**src/rtl/mysystem_sysinfo_pkg.sv**
```systemverilog
// Shared definitions for the mysystem_sysinfo slave.
// Contents: register word offsets, the CAPS version code, CTRL bit positions,
// the uptime counter width, and a byte-lane merge helper used by every
// writable register.
package mysystem_sysinfo_pkg;

    // Register word offsets
    localparam logic [3:0] ADDR_ID        = 4'd0;
    localparam logic [3:0] ADDR_TIMESTAMP = 4'd1;
    localparam logic [3:0] ADDR_CAPS      = 4'd2;
    localparam logic [3:0] ADDR_CTRL      = 4'd3;
    localparam logic [3:0] ADDR_UPTIME_LO = 4'd4;
    localparam logic [3:0] ADDR_UPTIME_HI = 4'd5;
    localparam logic [3:0] ADDR_MS_COUNT  = 4'd6;
    localparam logic [3:0] ADDR_SCRATCH0  = 4'd8;

    // Capability word version field
    localparam logic [7:0] VERSION = 8'h02;

    // CTRL bit positions
    localparam int EN_BIT  = 0;
    localparam int CLR_BIT = 1;

    // Free-running uptime counter width
    localparam int UPTIME_W = 64;

    // Merge write data into a register, one byte lane per byteenable bit.
    function automatic logic [31:0] apply_be(
        input logic [31:0] cur,
        input logic [31:0] wd,
        input logic [3:0]  be
    );
        logic [31:0] res;
        res = cur;
        for (int b = 0; b < 4; b++) begin
            if (be[b]) begin
                res[8*b +: 8] = wd[8*b +: 8];
            end else begin
                res[8*b +: 8] = cur[8*b +: 8];
            end
        end
        return res;
    endfunction

endpackage

```
**src/rtl/mysystem_sysinfo_timebase.sv**
```systemverilog
// Time base for mysystem_sysinfo: 64-bit uptime counter, millisecond
// prescaler with a 32-bit millisecond count, and the uptime high-word
// snapshot register.
// Ports:
//   clock, reset  rising-edge clock, asynchronous active-high reset
//   en            counting enable (freezes all counters when low)
//   clr           zero uptime, prescaler and ms count this edge (beats en)
//   snap_req      capture uptime[63:32] into the snapshot this edge
//   uptime_lo     current uptime[31:0] (pre-increment value at the edge)
//   snap_hi       captured high word
//   ms_count      millisecond count
module mysystem_sysinfo_timebase
    import mysystem_sysinfo_pkg::*;
#(
    parameter int CLK_HZ = 50_000_000
) (
    input  logic        clock,
    input  logic        reset,
    input  logic        en,
    input  logic        clr,
    input  logic        snap_req,
    output logic [31:0] uptime_lo,
    output logic [31:0] snap_hi,
    output logic [31:0] ms_count
);

    localparam int             PRESCALE = CLK_HZ / 1000;
    localparam int             PS_W     = $clog2(PRESCALE);
    localparam logic [PS_W-1:0] PS_MAX  = PS_W'(PRESCALE - 1);
    localparam logic [PS_W-1:0] PS_ONE  = PS_W'(1);

    logic [UPTIME_W-1:0] uptime_r;
    logic [PS_W-1:0]     ps_r;
    logic [31:0]         ms_r;
    logic [31:0]         snap_r;

    // Counters: clr wins over the increment; en=0 holds everything.
    always_ff @(posedge clock or posedge reset) begin
        if (reset) begin
            uptime_r <= '0;
            ps_r     <= '0;
            ms_r     <= 32'd0;
        end else if (clr) begin
            uptime_r <= '0;
            ps_r     <= '0;
            ms_r     <= 32'd0;
        end else if (en) begin
            uptime_r <= uptime_r + 64'd1;
            if (ps_r == PS_MAX) begin
                ps_r <= '0;
                ms_r <= ms_r + 32'd1;
            end else begin
                ps_r <= ps_r + PS_ONE;
                ms_r <= ms_r;
            end
        end else begin
            uptime_r <= uptime_r;
            ps_r     <= ps_r;
            ms_r     <= ms_r;
        end
    end

    // Snapshot takes the pre-increment high word, matching the low word
    // returned by the same read, so LO-then-HI is a coherent 64-bit value.
    always_ff @(posedge clock or posedge reset) begin
        if (reset) begin
            snap_r <= 32'd0;
        end else if (snap_req) begin
            snap_r <= uptime_r[63:32];
        end else begin
            snap_r <= snap_r;
        end
    end

    assign uptime_lo = uptime_r[31:0];
    assign snap_hi   = snap_r;
    assign ms_count  = ms_r;

endmodule

```
**src/rtl/mysystem_sysinfo.sv**
```systemverilog
// System-information Avalon-MM slave: build ID, build timestamp, capability
// word, control register, uptime/millisecond time base and scratch registers.
// Fixed read latency of one cycle, no waitrequest.
// Ports:
//   clock, reset   rising-edge clock, asynchronous active-high reset
//   address        word address (4 bits)
//   read, write    transfer strobes, one transfer per asserted cycle
//   writedata      write data
//   byteenable     byte lanes for writes
//   readdata       registered read data, holds between reads
//   readdatavalid  one-cycle pulse one edge after each accepted read
module mysystem_sysinfo
    import mysystem_sysinfo_pkg::*;
#(
    parameter logic [31:0] SYSTEM_ID   = 32'h0000_0000,
    parameter logic [31:0] TIMESTAMP   = 32'h0000_0000,
    parameter int          NUM_SCRATCH = 2,
    parameter int          CLK_HZ      = 50_000_000
) (
    input  logic        clock,
    input  logic        reset,
    input  logic [3:0]  address,
    input  logic        read,
    input  logic        write,
    input  logic [31:0] writedata,
    input  logic [3:0]  byteenable,
    output logic [31:0] readdata,
    output logic        readdatavalid
);

    localparam logic [3:0]  SCR_CNT = 4'(NUM_SCRATCH);
    localparam logic [31:0] CAPS    = {20'd0, SCR_CNT, VERSION};

    logic        en_r;
    logic        ctrl_wr_s;
    logic        clr_s;
    logic        snap_req_s;
    logic [31:0] uptime_lo_s;
    logic [31:0] snap_hi_s;
    logic [31:0] ms_count_s;
    logic [31:0] scratch_s [0:7];
    logic [31:0] rd_mux_s;
    logic [31:0] readdata_r;
    logic        readdatavalid_r;

    // CTRL only responds through byte lane 0, where both bits live.
    assign ctrl_wr_s  = write && (address == ADDR_CTRL) && byteenable[0];
    assign clr_s      = ctrl_wr_s && writedata[CLR_BIT];
    assign snap_req_s = read && (address == ADDR_UPTIME_LO);

    // EN register; a new value applies from the cycle after the write.
    always_ff @(posedge clock or posedge reset) begin
        if (reset) begin
            en_r <= 1'b1;
        end else if (ctrl_wr_s) begin
            en_r <= writedata[EN_BIT];
        end else begin
            en_r <= en_r;
        end
    end

    mysystem_sysinfo_timebase #(
        .CLK_HZ (CLK_HZ)
    ) u_timebase (
        .clock     (clock),
        .reset     (reset),
        .en        (en_r),
        .clr       (clr_s),
        .snap_req  (snap_req_s),
        .uptime_lo (uptime_lo_s),
        .snap_hi   (snap_hi_s),
        .ms_count  (ms_count_s)
    );

    // Scratch slots beyond NUM_SCRATCH are tied to zero.
    for (genvar i = 0; i < 8; i++) begin : g_scratch
        if (i < NUM_SCRATCH) begin : g_impl
            logic [31:0] scr_r;

            // One scratch register with per-lane writes.
            always_ff @(posedge clock or posedge reset) begin
                if (reset) begin
                    scr_r <= 32'd0;
                end else if (write && (address == 4'(8 + i))) begin
                    scr_r <= apply_be(scr_r, writedata, byteenable);
                end else begin
                    scr_r <= scr_r;
                end
            end

            assign scratch_s[i] = scr_r;
        end else begin : g_absent
            assign scratch_s[i] = 32'd0;
        end
    end

    // Read decode; offset 7 and unmapped offsets fall to zero.
    always_comb begin
        rd_mux_s = 32'd0;
        case (address)
            ADDR_ID:        rd_mux_s = SYSTEM_ID;
            ADDR_TIMESTAMP: rd_mux_s = TIMESTAMP;
            ADDR_CAPS:      rd_mux_s = CAPS;
            ADDR_CTRL:      rd_mux_s = {31'd0, en_r};
            ADDR_UPTIME_LO: rd_mux_s = uptime_lo_s;
            ADDR_UPTIME_HI: rd_mux_s = snap_hi_s;
            ADDR_MS_COUNT:  rd_mux_s = ms_count_s;
            default: begin
                if (address[3] && ({1'b0, address[2:0]} < SCR_CNT)) begin
                    rd_mux_s = scratch_s[address[2:0]];
                end else begin
                    rd_mux_s = 32'd0;
                end
            end
        endcase
    end

    // Read response register; data captured from pre-write state.
    always_ff @(posedge clock or posedge reset) begin
        if (reset) begin
            readdata_r      <= 32'd0;
            readdatavalid_r <= 1'b0;
        end else begin
            readdatavalid_r <= read;
            if (read) begin
                readdata_r <= rd_mux_s;
            end else begin
                readdata_r <= readdata_r;
            end
        end
    end

    assign readdata      = readdata_r;
    assign readdatavalid = readdatavalid_r;

endmodule

```
**config.mk**
```make
export PLATFORM = sky130hd
export DESIGN_NAME = mysystem_sysinfo
export DESIGN_NICKNAME = d
export VERILOG_FILES = /design/src/rtl/mysystem_sysinfo_pkg.sv /design/src/rtl/mysystem_sysinfo_timebase.sv /design/src/rtl/mysystem_sysinfo.sv
export SDC_FILE = /design/constraint.sdc
export NUM_CORES = 1
export LEC_CHECK = 0
export ABC_CLOCK_PERIOD_IN_PS = 5200
export CAP_MARGIN = 5
export CORE_MARGIN = 3
export CORE_UTILIZATION = 50
export CTS_CLUSTER_SIZE = 8
export DETAILED_ROUTE_END_ITERATION = 10
export PLACE_DENSITY = 0.7
export SLEW_MARGIN = 30
export SYNTH_ARGS = -nofsm -noshare
export SYNTH_HDL_FRONTEND = slang
export SYNTH_HIERARCHICAL = 1
export SYNTH_SLANG_ARGS = --single-unit
```
**constraint.sdc**
```tcl
create_clock -name clock -period 5.2 [get_ports clock]
set_clock_uncertainty 0.2 [all_clocks]
set_input_delay 0.52 -clock clock [delete_from_list [all_inputs] [get_ports clock]]
set_output_delay 0.52 -clock clock [all_outputs]
set_load 0.05 [all_outputs]
```
==> results of run 1 <==
==> metal layers <==
| metal | wire length [um] | up-vias | GRT usage [%] |
|---|---|---|---|
| met3 | 1930 | 54 | 3.72 |
| met5 | 0 | - | 0 |
| met4 | 1020 | 0 | 8.92 |
| li1 | - | 4143 | - |
| met2 | 14000 | 307 | 35.7 |
| met1 | 13800 | 4542 | 34.0 |
==> cell families after synthesis <==
| kind of cell | count (synthesis) | synth area share [%] |
|---|---|---|
| multiplexers | 164 | 15.1 |
| adder cells (fa/ha/maj) | 3 | 0.308 |
| flip-flops | 242 | 49.7 |
| XOR/XNOR | 58 | 4.17 |
| AO/OA/AOI/OAI | 170 | 9.22 |
| AND/OR/NAND/NOR | 371 | 17.0 |
| buffers and inverters | 102 | 4.48 |
==> worst paths after layout <==
check	slack (ns)	cells after the start	from	end
worst min-delay path	0.28	1	u_timebase/ps_r[15]$_DFFE_PP0P_	u_timebase/ps_r[15]$_DFFE_PP0P_
min in group asynchronous	0.33	2	reset	u_timebase/ms_count[4]$_DFFE_PP0P_
worst min register to register	0.28	1	u_timebase/ps_r[15]$_DFFE_PP0P_	u_timebase/ps_r[15]$_DFFE_PP0P_
max in group asynchronous	3.38	3	reset	u_timebase/uptime_r[14]$_DFFE_PP0P_
worst max register to register	1.95	6	en_r$_DFFE_PP1P_	u_timebase/uptime_r[40]$_DFFE_PP0P_
worst max-delay path	1.48	10	address[2]	u_timebase/uptime_r[40]$_DFFE_PP0P_
==> layout by cell type, fill, tap and decap left out, drive strengths merged, types with 3 or more instances in the layout <==
master	netlist	final
mux2	162	162
nand4	43	43
o21a	6	6
or2	3	3
a31oi	13	13
nand3b	3	3
ha	3	3
or3	23	23
o2111ai	3	3
inv	11	13
xnor2	9	9
and4	8	8
buf	60	21
and3	12	12
nor4	9	9
nand3	38	38
xor2	49	49
nor2	106	106
nand2	59	59
a222oi	18	18
a22oi	12	12
o21ai	21	21
clkbuf	31	44
nor3	16	16
a21oi	64	64
o31ai	24	24
nor3b	4	4
nand4b	3	3
or4	25	25
and2	6	6
dfrtp	241	241
clkdlybuf4s50	0	74
==> power groups by stage <==
stage	sequential, W	clock (W)	combinational (W)
2_1_floorplan	0.00227	0	0.000405
5_1_grt	0.00225	0.00217	0.000669
3_3_place_gp	0.00224	0	0.000600
6_report	0.00223	0.00205	0.000612
4_1_cts	0.00222	0.00209	0.000617
3_5_place_dp	0.00225	0	0.000612
==> stage by stage <==
step                      power, W  setup WS [ns]  util (%)  hold WS (ns)
final                      0.00489           1.48      58.9         0.275
after global routing       0.00509           1.21      58.9         0.295
after CTS                  0.00493           1.53      58.9         0.282
after detailed placement   0.00286           1.04      54.8         0.273
after global placement     0.00284           1.12      54.8         0.265
after floorplan            0.00267          0.614         -         0.251
==> worst reg2reg max path: cells and delay by family (launching register included) <==
family	cells	cell delay [ns]
flops	1	0.83
simple gates	3	1.44
compound gates	2	0.45
buf+inv	1	0.23
==> final cells by class <==
type / count / area, um^2
clock buffer: 44 / 952
multi-input combinational: 766 / 5610
timing repair buffer: 95 / 893
inverter: 11 / 48.8
clock inverter: 3 / 26.3
tap: 319 / 399
fill: 1917 / 9770
sequential: 242 / 6060
==> flip-flops by register name, indices dropped and copies added, names as in the netlist <==
signal / count
u_timebase/uptime_r: 64
readdatavalid: 1
u_timebase/ms_count: 32
u_timebase/snap_hi: 32
u_timebase/ps_r: 16
g_scratch.g_impl.scr_r: 64
en_r: 1
readdata: 32
==> impl_metrics.tcl, run 1 <==
set metrics [dict create \
    fin_nets 1199 \
    slew_headroom_pct 43.5 \
    slew_violations 0 \
    grt.total_usage_pct 23.4 \
    synth_top_cell_by_area "dfrtp_1" \
    crit_type "input pin to register" \
    antenna_found_initial 0 \
    critPathRequiredTime_ns 5.41 \
    finalNonFillerCells 1480 \
    min_period_ns 3.72 \
    cts_buffers 36 \
    setup_viol 0 \
    htreeDepth 2 \
    grt_pass1_vias 8725 \
    synth_cell_types 61 \
    synth_top_area_share_pct 49.5 \
    syn2layout_area_growth_pct 14.7 \
    route.detailed.drc 0 \
    clkLatencyLatePin_ns 0.51 \
    crit_arrival_ns 3.92 \
    power.density_nw_per_um2 350 \
    cp_top_family "simple AND/OR/NAND/NOR gates" \
    wl_per_cell_um 20.8 \
    io_buffer_count 76 \
    via_count 9046 \
    cap_violations 0 \
    via_per_inst 6.11 \
    worstMarginPinSlew_ns 0.847 \
    synth_seq_cells 242 \
    syn_area_um2 12200 \
    synth_flop_cell "dfrtp_1" \
    io_pins 77 \
    power_switching_w 0.00127 \
    hold_viol 0 \
    diodes 0 \
    postSynthCellCount 1110 \
    clockBufferDepth 3 \
    worstPathCellList "clkdlybuf4s50_1, nand2b_1, nor4b_2, and2_4, o211ai_1, nor4_2, buf_4, nand2_1, or4_1, a21oi_1" \
    routed_wl_um 30800 \
    die_area_um2 26300 \
    tns_ns 0 \
    first_iter_violations 837 \
    synth_edf_count 0 \
    post_dp_cell_area_um2 13000 \
    gp_congestion 0.896 \
    yosys_warnings 6 \
    critPathMaxFanout 26 \
    initial_core_util_pct 51.3 \
    max_freq_ghz 0.269 \
    cts_tree "built" \
    synth_area_leaders "dfrtp_1, mux2_2, xor2_1" \
    core_um2 23800 \
    placed_cells 1433 \
    root_buffer "clkbuf_16" \
    grt_first_pass_wirelength_um 48900 \
    crit_path_end_kind "register" \
    cts-resized-gates 0 \
    stdcell_area_um2 14000 \
    power.share.switching_pct 26.0 \
    period_share_pct 71.5 \
    die_w_um 162 \
    drive_above_1_share_pct 21.3 \
    slowest_stage "or4_1" \
    internal_power_w 0.00362 \
    ctsHoldBuffers 0 \
    crit_buf_inv 2 \
    vdd_ir_drop_max_mv 0.193 \
    die_h_um 162 \
    clock-sinks 242 \
    hp-class "register to register" \
    synthArstFlopShare_pct 100 \
    yosys-top-cells-count "dfrtp_1, mux2_2, nor2_1" \
    yosysMostFrequentCell "dfrtp_1" \
    power_frac_comb_pct 12.5 \
    cp-start-kind "input pin" \
    p_clk_share_pct 42.0 \
    drtPass1Iterations 8 \
    grt_overflow 0 \
    rows 56 \
    cts_setup_buffers 0 \
    grt_start_max_net_pins 72 \
    dp_hpwl_um 21500 \
    syn_nets 1157 \
    synth_seq_area_share_pct 49.7 \
    worst_path_largest_cell_delay_ns 0.66 \
    seq_power_share_pct 45.5 \
    postRouteAntennaNets 0 \
    run_status "complete, no violations" \
    rsz0062_at_grt "no" \
    p_leak_nw 5.91 \
    synth_area_per_cell_um2 11.0 \
    clk_pin_slew_ns 0.05 \
]
(Power assumes the default switching activity.)
==> inputs of run 2 (changes only) <==
ABC_CLOCK_PERIOD_IN_PS = 3750   (was 5200)
clock period = 3.75 ns   (was 5.2 ns; I/O delays follow)
==> run 2 against run 1 <==
Against the previous run:
- first-iteration DRC count up 10%
- highest routed layer unchanged
- clock power up 39%
- cell count up 0.61%
- total power up 39%
- clock-buffer cell count up 1
- register-to-register slack worse by 1.1 ns
- utilization up 0.37 points
- hold slack worse by 0.18 ns
- sequential power up 38%
==> impl_metrics.tcl, run 2 (synthesized netlist as in run 1, its figures left out) <==
set metrics [dict create \
    grt_overflow 0 \
    core_um2 23800 \
    cts-resized-gates 0 \
    layout_common_cells "dfrtp_1, mux2_2, nor2_1, clkdlybuf4s50_1, a21oi_1" \
    clock-sinks 242 \
    ctsHoldBuffers 0 \
    tns_ns 0 \
    run_status "complete, no violations" \
    worstMarginPinSlew_ns 0.849 \
    die_h_um 162 \
    route.detailed.drc 0 \
    setup_viol 0 \
    initial_core_util_pct 51.3 \
    drtPass1Iterations 6 \
    hp-class "input pin to asynchronous set/reset pin" \
    diodes 0 \
    rsz0062_at_grt "no" \
    crit_type "input pin to register" \
    die_area_um2 26300 \
    total_power_w 0.00679 \
    biggestRegsByFlops "g_scratch.g_impl.scr_r: 64 flops, u_timebase/uptime_r: 64 flops" \
    die_w_um 162 \
    clockBufferDepth 3 \
    slew_violations 0 \
    crit_arrival_ns 3.48 \
    gp_congestion 0.844 \
    grt_start_max_net_pins 76 \
    wl_per_cell_um 20.8 \
    grt.total_usage_pct 23.5 \
    power.density_nw_per_um2 483 \
    critPathMaxFanout 7 \
    grt_pass1_vias 8891 \
    grt_first_pass_wirelength_um 49100 \
    cap_violations 0 \
    clkLatencyLatePin_ns 0.50 \
    layout_commonest_cell "dfrtp_1" \
    critPathRequiredTime_ns 3.97 \
    drive_above_1_share_pct 21.8 \
    fillers 1911 \
    syn2layout_area_growth_pct 15.4 \
    max_freq_ghz 0.307 \
    fin_nets 1207 \
    ff_latch_area_um2 6060 \
    worst_path_largest_cell_delay_ns 0.57 \
    vdd_ir_drop_max_mv 0.282 \
    postRouteAntennaNets 0 \
    slew_headroom_pct 43.4 \
    io_buffer_count 76 \
    first_iter_violations 923 \
    via_per_inst 6.06 \
    cp-start-kind "input pin" \
    rows 56 \
    multi_input_area_um2 5610 \
    root_buffer "clkbuf_16" \
    cts_tree "built" \
    antenna_found_initial 0 \
    clk_pin_slew_ns 0.05 \
    p_leak_nw 5.96 \
    hold_viol 0 \
    min_period_ns 3.26 \
    dp_hpwl_um 21400 \
    htreeDepth 2 \
    slowest_stage "or4_1" \
    worstPathCellList "clkdlybuf4s50_1, nand2_1, nor4b_2, and2_4, o211ai_1, nor4_4, buf_4, nand3_1, or4_1, a21oi_1" \
    io_pins 77 \
    routed_wl_um 30900 \
    crit_path_end_kind "register" \
    period_share_pct 86.9 \
    cp_top_family "simple AND/OR/NAND/NOR gates" \
    cts_buffers 36 \
    via_count 9028 \
    crit_buf_inv 2 \
    cts_setup_buffers 0 \
]
[run 2: cell types whose count changed in the layout (fill, tap and decap cells not counted)]
| cell | previous run | this run |
|---|---|---|
| buf_12 | 0 | 2 |
| inv_6 | 3 | 2 |
| clkbuf_1 | 7 | 8 |
| clkinvlp_4 | 0 | 1 |
| buf_4 | 19 | 25 |
[run 2: routing by layer]
layer	global-route usage, %	vias up	part of all wire (%)
li1	-	4156	-
met1	33.0	4524	45
met2	37.5	300	47
met3	4.16	48	5.8
met4	7.41	0	2.7
met5	0	-	0
[run 2: area by class of cell]
| cell class | count | area share, % |
|---|---|---|
| Sequential cell | 242 | 43.0 |
| Multi-Input combinational cell | 766 | 39.9 |
| Timing Repair Buffer | 103 | 6.95 |
| Clock buffer | 45 | 6.79 |
| Tap cell | 319 | 2.84 |
| Inverter | 11 | 0.338 |
| Clock inverter | 3 | 0.187 |
[run 2: stage by stage]
| step | cells | utilization (%) | hold slack (ns) | setup WS (ns) | cell area [um^2] |
|---|---|---|---|---|---|
| after floorplan | 1110 | - | 0.206 | 0.615 | 12200 |
| after global placement | 1441 | 55.1 | 0.263 | 0.130 | 13100 |
| after detailed placement | 1441 | 55.1 | 0.272 | 0.0409 | 13100 |
| after CTS | 1489 | 59.2 | 0.0930 | 0.543 | 14100 |
| after global routing | 1489 | 59.2 | 0.132 | 0.326 | 14100 |
| final | 1489 | 59.2 | 0.0956 | 0.489 | 14100 |
[run 2: where the power goes]
part | internal, W | total (W) | switching, W
Clock | 0.00177 | 0.00285 | 0.00108
Sequential | 0.00286 | 0.00307 | 0.000210
Combinational | 0.000402 | 0.000871 | 0.000469
[run 2: path summary, 6_finish.rpt]
check | startpoint | end | slack [ns] | cells after the start
worst max-delay path | write | u_timebase/uptime_r[49]$_DFFE_PP0P_ | 0.49 | 10
worst min-delay path | reset | readdata[12]$_DFFE_PP0P_ | 0.1 | 2
worst max register to register | u_timebase/ps_r[7]$_DFFE_PP0P_ | u_timebase/ms_count[30]$_DFFE_PP0P_ | 0.82 | 5
worst min register to register | u_timebase/ps_r[15]$_DFFE_PP0P_ | u_timebase/ps_r[15]$_DFFE_PP0P_ | 0.27 | 1
max in group asynchronous | reset | u_timebase/ps_r[5]$_DFFE_PP0P_ | 2.24 | 3
min in group clock | address[0] | en_r$_DFFE_PP1P_ | 0.23 | 4
==> variant 1 (settings of run 2) <==
Change the package constant `EN_BIT` from 0 to 1.
--- a/src/rtl/mysystem_sysinfo_pkg.sv
+++ b/src/rtl/mysystem_sysinfo_pkg.sv
@@ -20,3 +20,3 @@
     // CTRL bit positions
-    localparam int EN_BIT  = 0;
+    localparam int EN_BIT  = 1;
     localparam int CLR_BIT = 1;
Formal check against the unedited RTL: not equivalent (a bounded check fails within 4 cycles, from zero or initial values and one cycle with reset high).
==> variant 1 against run 2 <==
Maximum frequency increased by 5.9%. Routed wire length is 2.2% lower. Sequential cell count unchanged. Sequential share of layout area is 0.12 points lower. Synthesized area about the same. Sequential power is essentially flat. Cell area rose by 0.28%. Setup slack better by 0.18 ns. Die area about the same. Power increased by 0.73%. Largest power group unchanged.
==> variant 1: results (changes against run 2) <==
Route
  • DR WL met3: 1.680 mm (was 1.792 mm)
  • Via density per instance: 6.025 (was 6.063)
  • Post-Route M1 WL: 14.16 mm (was 13.84 mm)
  • Routed met2 length: 13.98 mm (was 14.43 mm)
  • DRT iter0 DRCs: 921 (was 923)
  • DR pass1 iterations: 7 (was 6)

Global route
  • Met1 global-route usage: 34.14% (was 33.03%)
  • Met2 Track Usage GR: 37.20% (was 37.54%)
  • Largest net degree at the start of global routing: 87 (was 76)
  • GRT Overall Usage: 23.34% (was 23.54%)
  • Grt met3 use: 3.469% (was 4.157%)

Setup path
  • Crit-path slowest cell: or4_1 (unchanged)
  • Flop-to-flop setup slack: 0.79 ns (was 0.82 ns)
  • Critical Path Fanout Max: 8 (was 7)
  • Critical Path AT: 3.30 ns (was 3.48 ns)

Pwr
  • Net Sw Frac: 25.86% (was 25.96%)
  • VDD IR max: 247.8 uV (was 281.7 uV)
  • Leakage power: 5.976 nW (was 5.956 nW)
  • Sw Pwr: 0.001770 W (was 0.001764 W)
  • Register share of total power: 45.0% (was 45.2%)

Synthesis
  • Area contributors post-synth: dfrtp_1 49%, mux2_2 15%, xor2_1 3.5%, nor2_1 3.2%, a21oi_1 2.5% (was dfrtp_1 49%, mux2_2 15%, xor2_1 3.5%, nor2_1 3.2%, a21oi_1 2.6%)
  • Syn Nets: 1163 (was 1157)
  • Distinct cells, synth: 56 (was 61)
  • Synth cell count leaders: 241 x dfrtp_1, 162 x mux2_2, 103 x nor2_1 (was 241 x dfrtp_1, 158 x mux2_2, 103 x nor2_1)
  • Ys async rst share: 100.0% (unchanged)

Clock tree
  • Root Driver: clkbuf_16 (unchanged)
  • H-tree depth: 2 (unchanged)

Timing
  • F_max: 324.9 MHz (was 306.7 MHz)
  • Fin Hold WS: 0.2216 ns (was 0.09555 ns)
  • Worst Tran Pin Value: 0.9293 ns (was 0.8490 ns)

Place
  • Placed insts: 1447 (was 1441)
  • Gpl congestion: 0.9016 (was 0.8438)
  • Setup slack at placement: 0.2199 ns (was 0.04089 ns)
  • Post-DP Area: 13100 sq um (was 13090 sq um)
  • DPL Wire Length: 20.83 mm (was 21.44 mm)

Outcome
  • Outcome: finished clean (unchanged)

Layout
  • Fraction of layout cells with a size suffix above 1: 21.85% (was 21.79%)
  • FILL cells: 1993 (was 1911)
-- variant 1: logic make-up (layout without fill, tap and decap cells) --
kind of cell | after synthesis | count (layout) | share of synthesized area (%)
muxes | 164 | 164 | 15.13
adders and majority gates | 3 | 3 | 0.3080
AOI/OAI and AO/OA | 170 | 170 | 9.179
DFF | 242 | 242 | 49.70
buffers and inverters | 103 | 163 | 4.507
and+or+nand+nor | 376 | 376 | 17.00
xor gates and xnor gates | 58 | 58 | 4.168
-- variant 1: layout make-up --
cell class	count	area share, %
well taps	319	2.828
multi-input cells	771	39.73
inverters	11	0.3369
clock buffers	46	6.950
flip-flops and latches	242	42.92
clock inverters	2	0.1684
repair buffers	104	7.074
-- variant 1: worst max-delay path by stage --
stage,startpoint,endpoint
floorplan,address[1],u_timebase/uptime_r[40]
global placement,write,u_timebase/uptime_r[57]
detailed placement,write,u_timebase/uptime_r[49]
CTS,write,u_timebase/uptime_r[49]
global route,write,u_timebase/uptime_r[57]
finish,write,u_timebase/uptime_r[49]
==> variant 2 (settings of run 2) <==
Made on the original files. Remove the register `readdatavalid_r`: a continuous assignment takes its place, so the output `readdatavalid` follows one clock earlier.
--- a/src/rtl/mysystem_sysinfo.sv
+++ b/src/rtl/mysystem_sysinfo.sv
@@ -121,5 +121,3 @@
             readdata_r      <= 32'd0;
-            readdatavalid_r <= 1'b0;
         end else begin
-            readdatavalid_r <= read;
             if (read) begin
@@ -132,2 +130,4 @@
 
+    assign readdatavalid_r = read;
+
     assign readdata      = readdata_r;
Check against the original RTL: not equivalent (a bounded check fails within 4 cycles, from zero or initial values and one cycle with reset high).
==> variant 2 against run 2 <==
Power decreased by 0.35%. Final cell count stayed put. Routed wire length is 0.26% lower. Critical path depth unchanged. Synthesized area fell by 0.14%. Cell area about the same. Setup slack better by 0.062 ns. Sequential cell count fell by 1. Utilization rose by 0.16 points. Largest cell class unchanged.
==> variant 2: results (changes against run 2) <==
Route
  • Routed met2 length: 14.00 mm (was 14.43 mm)
  • DR pass1 iterations: 7 (was 6)
  • DR WL met3: 2.048 mm (was 1.792 mm)
  • Total wire length: 30.82 mm (was 30.90 mm)
  • DRT iter0 DRCs: 1043 (was 923)
  • Via density per instance: 6.101 (was 6.063)
  • Post-Route M1 WL: 13.56 mm (was 13.84 mm)
  • Max layer used: met5 (was met4)

Global route
  • Largest net degree at the start of global routing: 89 (was 76)
  • GRT Overall Usage: 23.75% (was 23.54%)
  • Antenna violations before repair: 1 (was 0)
  • Grt met3 use: 4.387% (was 4.157%)
  • Vias in the first global route: 8816 (was 8891)
  • First-pass GRT wire length: 49.59 mm (was 49.11 mm)
  • Met1 global-route usage: 33.28% (was 33.03%)
  • Met2 Track Usage GR: 37.03% (was 37.54%)

Synthesis
  • Part of the Yosys area used for sequential elements: 49.54% (was 49.68%)
  • Primary FF master, synth: dfrtp_1 (unchanged)
  • Distinct cells, synth: 61 (unchanged)
  • Syn Nets: 1157 (unchanged)
  • XOR/XNOR Fraction of Synth Area: 4.172% (was 4.166%)
  • Post-Synth Adder-Cell Area: 0.3083% (was 0.3079%)
  • Synth cell count leaders: 240 x dfrtp_1, 158 x mux2_2, 103 x nor2_1 (was 241 x dfrtp_1, 158 x mux2_2, 103 x nor2_1)
  • Post-synthesis compound-gate area fraction: 9.228% (was 9.215%)
  • Share of synthesized area spent on multiplexers: 15.15% (was 15.13%)
  • Ys async rst share: 100.0% (unchanged)
  • Area contributors post-synth: dfrtp_1 49%, mux2_2 15%, xor2_1 3.5%, nor2_1 3.2%, a21oi_1 2.6% (unchanged)

Setup path
  • CP max stage delay: 0.59 ns (was 0.57 ns)
  • Reg2reg end: u_timebase/ms_count[31] (was u_timebase/ms_count[30])
  • Termination of the worst setup path: u_timebase/uptime_r[49] (unchanged)
  • Flop-to-flop setup slack: 0.89 ns (was 0.82 ns)
  • Critical Path Fanout Max: 7 (unchanged)
  • Reg2reg path depth: 6 (was 5)
  • Crit. Startpoint: write (unchanged)
  • Crit-path slowest cell: or4_1 (unchanged)
  • Reg-to-Reg Start: u_timebase/ps_r[7] (unchanged)

Layout
  • # diodes: 0 (unchanged)
  • Fraction of layout cells with a size suffix above 1: 21.97% (was 21.79%)

Clock tree
  • Post-CTS Setup Inserts: 0 (unchanged)
  • CTS max path bufs: 3 (unchanged)
  • Post-CTS Resized: 0 (unchanged)
  • Num CTS Buffers: 36 (unchanged)
  • Worst-Skew Late Latency: 0.51 ns
  • Worst-path clk slew: 0.05 ns (about the same)
  • Root Driver: clkbuf_16 (unchanged)

Timing
  • Slew margin rel.: 43.42% (was 43.40%)

Place
  • Gpl congestion: 0.8726 (was 0.8438)
  • IO Port Bufs: 76 (unchanged)
  • DPL Wire Length: 21.20 mm (was 21.44 mm)

Pwr
  • VDD IR max: 288.9 uV (was 281.7 uV)
  • Leakage power: 5.957 nW (was 5.956 nW)

Outcome
  • Outcome: finished clean (unchanged)

Worst hold path
  • Hold WC Path Type: in -> async (unchanged)
-- variant 2: worst min path at each step --
stage | from | endpoint | slack [ns]
after CTS | reset | u_timebase/ms_count[4] | 0.18
after detailed placement | g_scratch[1].g_impl.scr_r[0] | g_scratch[1].g_impl.scr_r[0] | 0.27
after global routing | reset | readdata[27] | 0.22
after global placement | g_scratch[1].g_impl.scr_r[6] | g_scratch[1].g_impl.scr_r[6] | 0.26
final | reset | readdata[14] | 0.17
after floorplan | u_timebase/ps_r[15] | u_timebase/ps_r[15] | 0.25
-- variant 2: per-stage QoR --
stage	area [sq um]	setup slack, ns	hold slack, ns	instances
after floorplan	12180	0.6429	0.2509	1110
after global placement	13090	0.1640	0.2639	1442
after detailed placement	13090	0.1502	0.2715	1442
after CTS	14070	0.5775	0.1752	1489
after global routing	14070	0.4041	0.2192	1489
final	14070	0.5512	0.1678	1489
-- variant 2: critical path, delay by kind of cell --
kind	cells	cell delay (ns)
simple gates	6	1.99
compound gates	2	0.37
buf+inv	2	0.67
-- variant 2: final cells by class --
class                           instances  area, sq um
Clock inverter                          3        26.28
Sequential cell                       241         6032
Multi-Input combinational cell        766         5609
Clock buffer                           44        952.2
Fill cell                            1935         9612
Timing Repair Buffer                  105         1006
Inverter                               11        46.29
Tap cell                              319        399.1
-- variant 2: logic make-up (layout without fill, tap and decap cells) --
kind of cell               count (synthesis)  after routing
AOI/OAI and AO/OA                        170            170
muxes                                    164            164
buffers and inverters                    103            163
and+or+nand+nor                          371            371
xor gates and xnor gates                  58             58
adders and majority gates                  3              3
DFF                                      241            241
-- variant 2: power by group --
part	total [W]	switching, W	internal, W
sequential	0.00306	0.000212	0.00285
combinational	0.000869	0.000467	0.000403
clock	0.00284	0.00108	0.00176
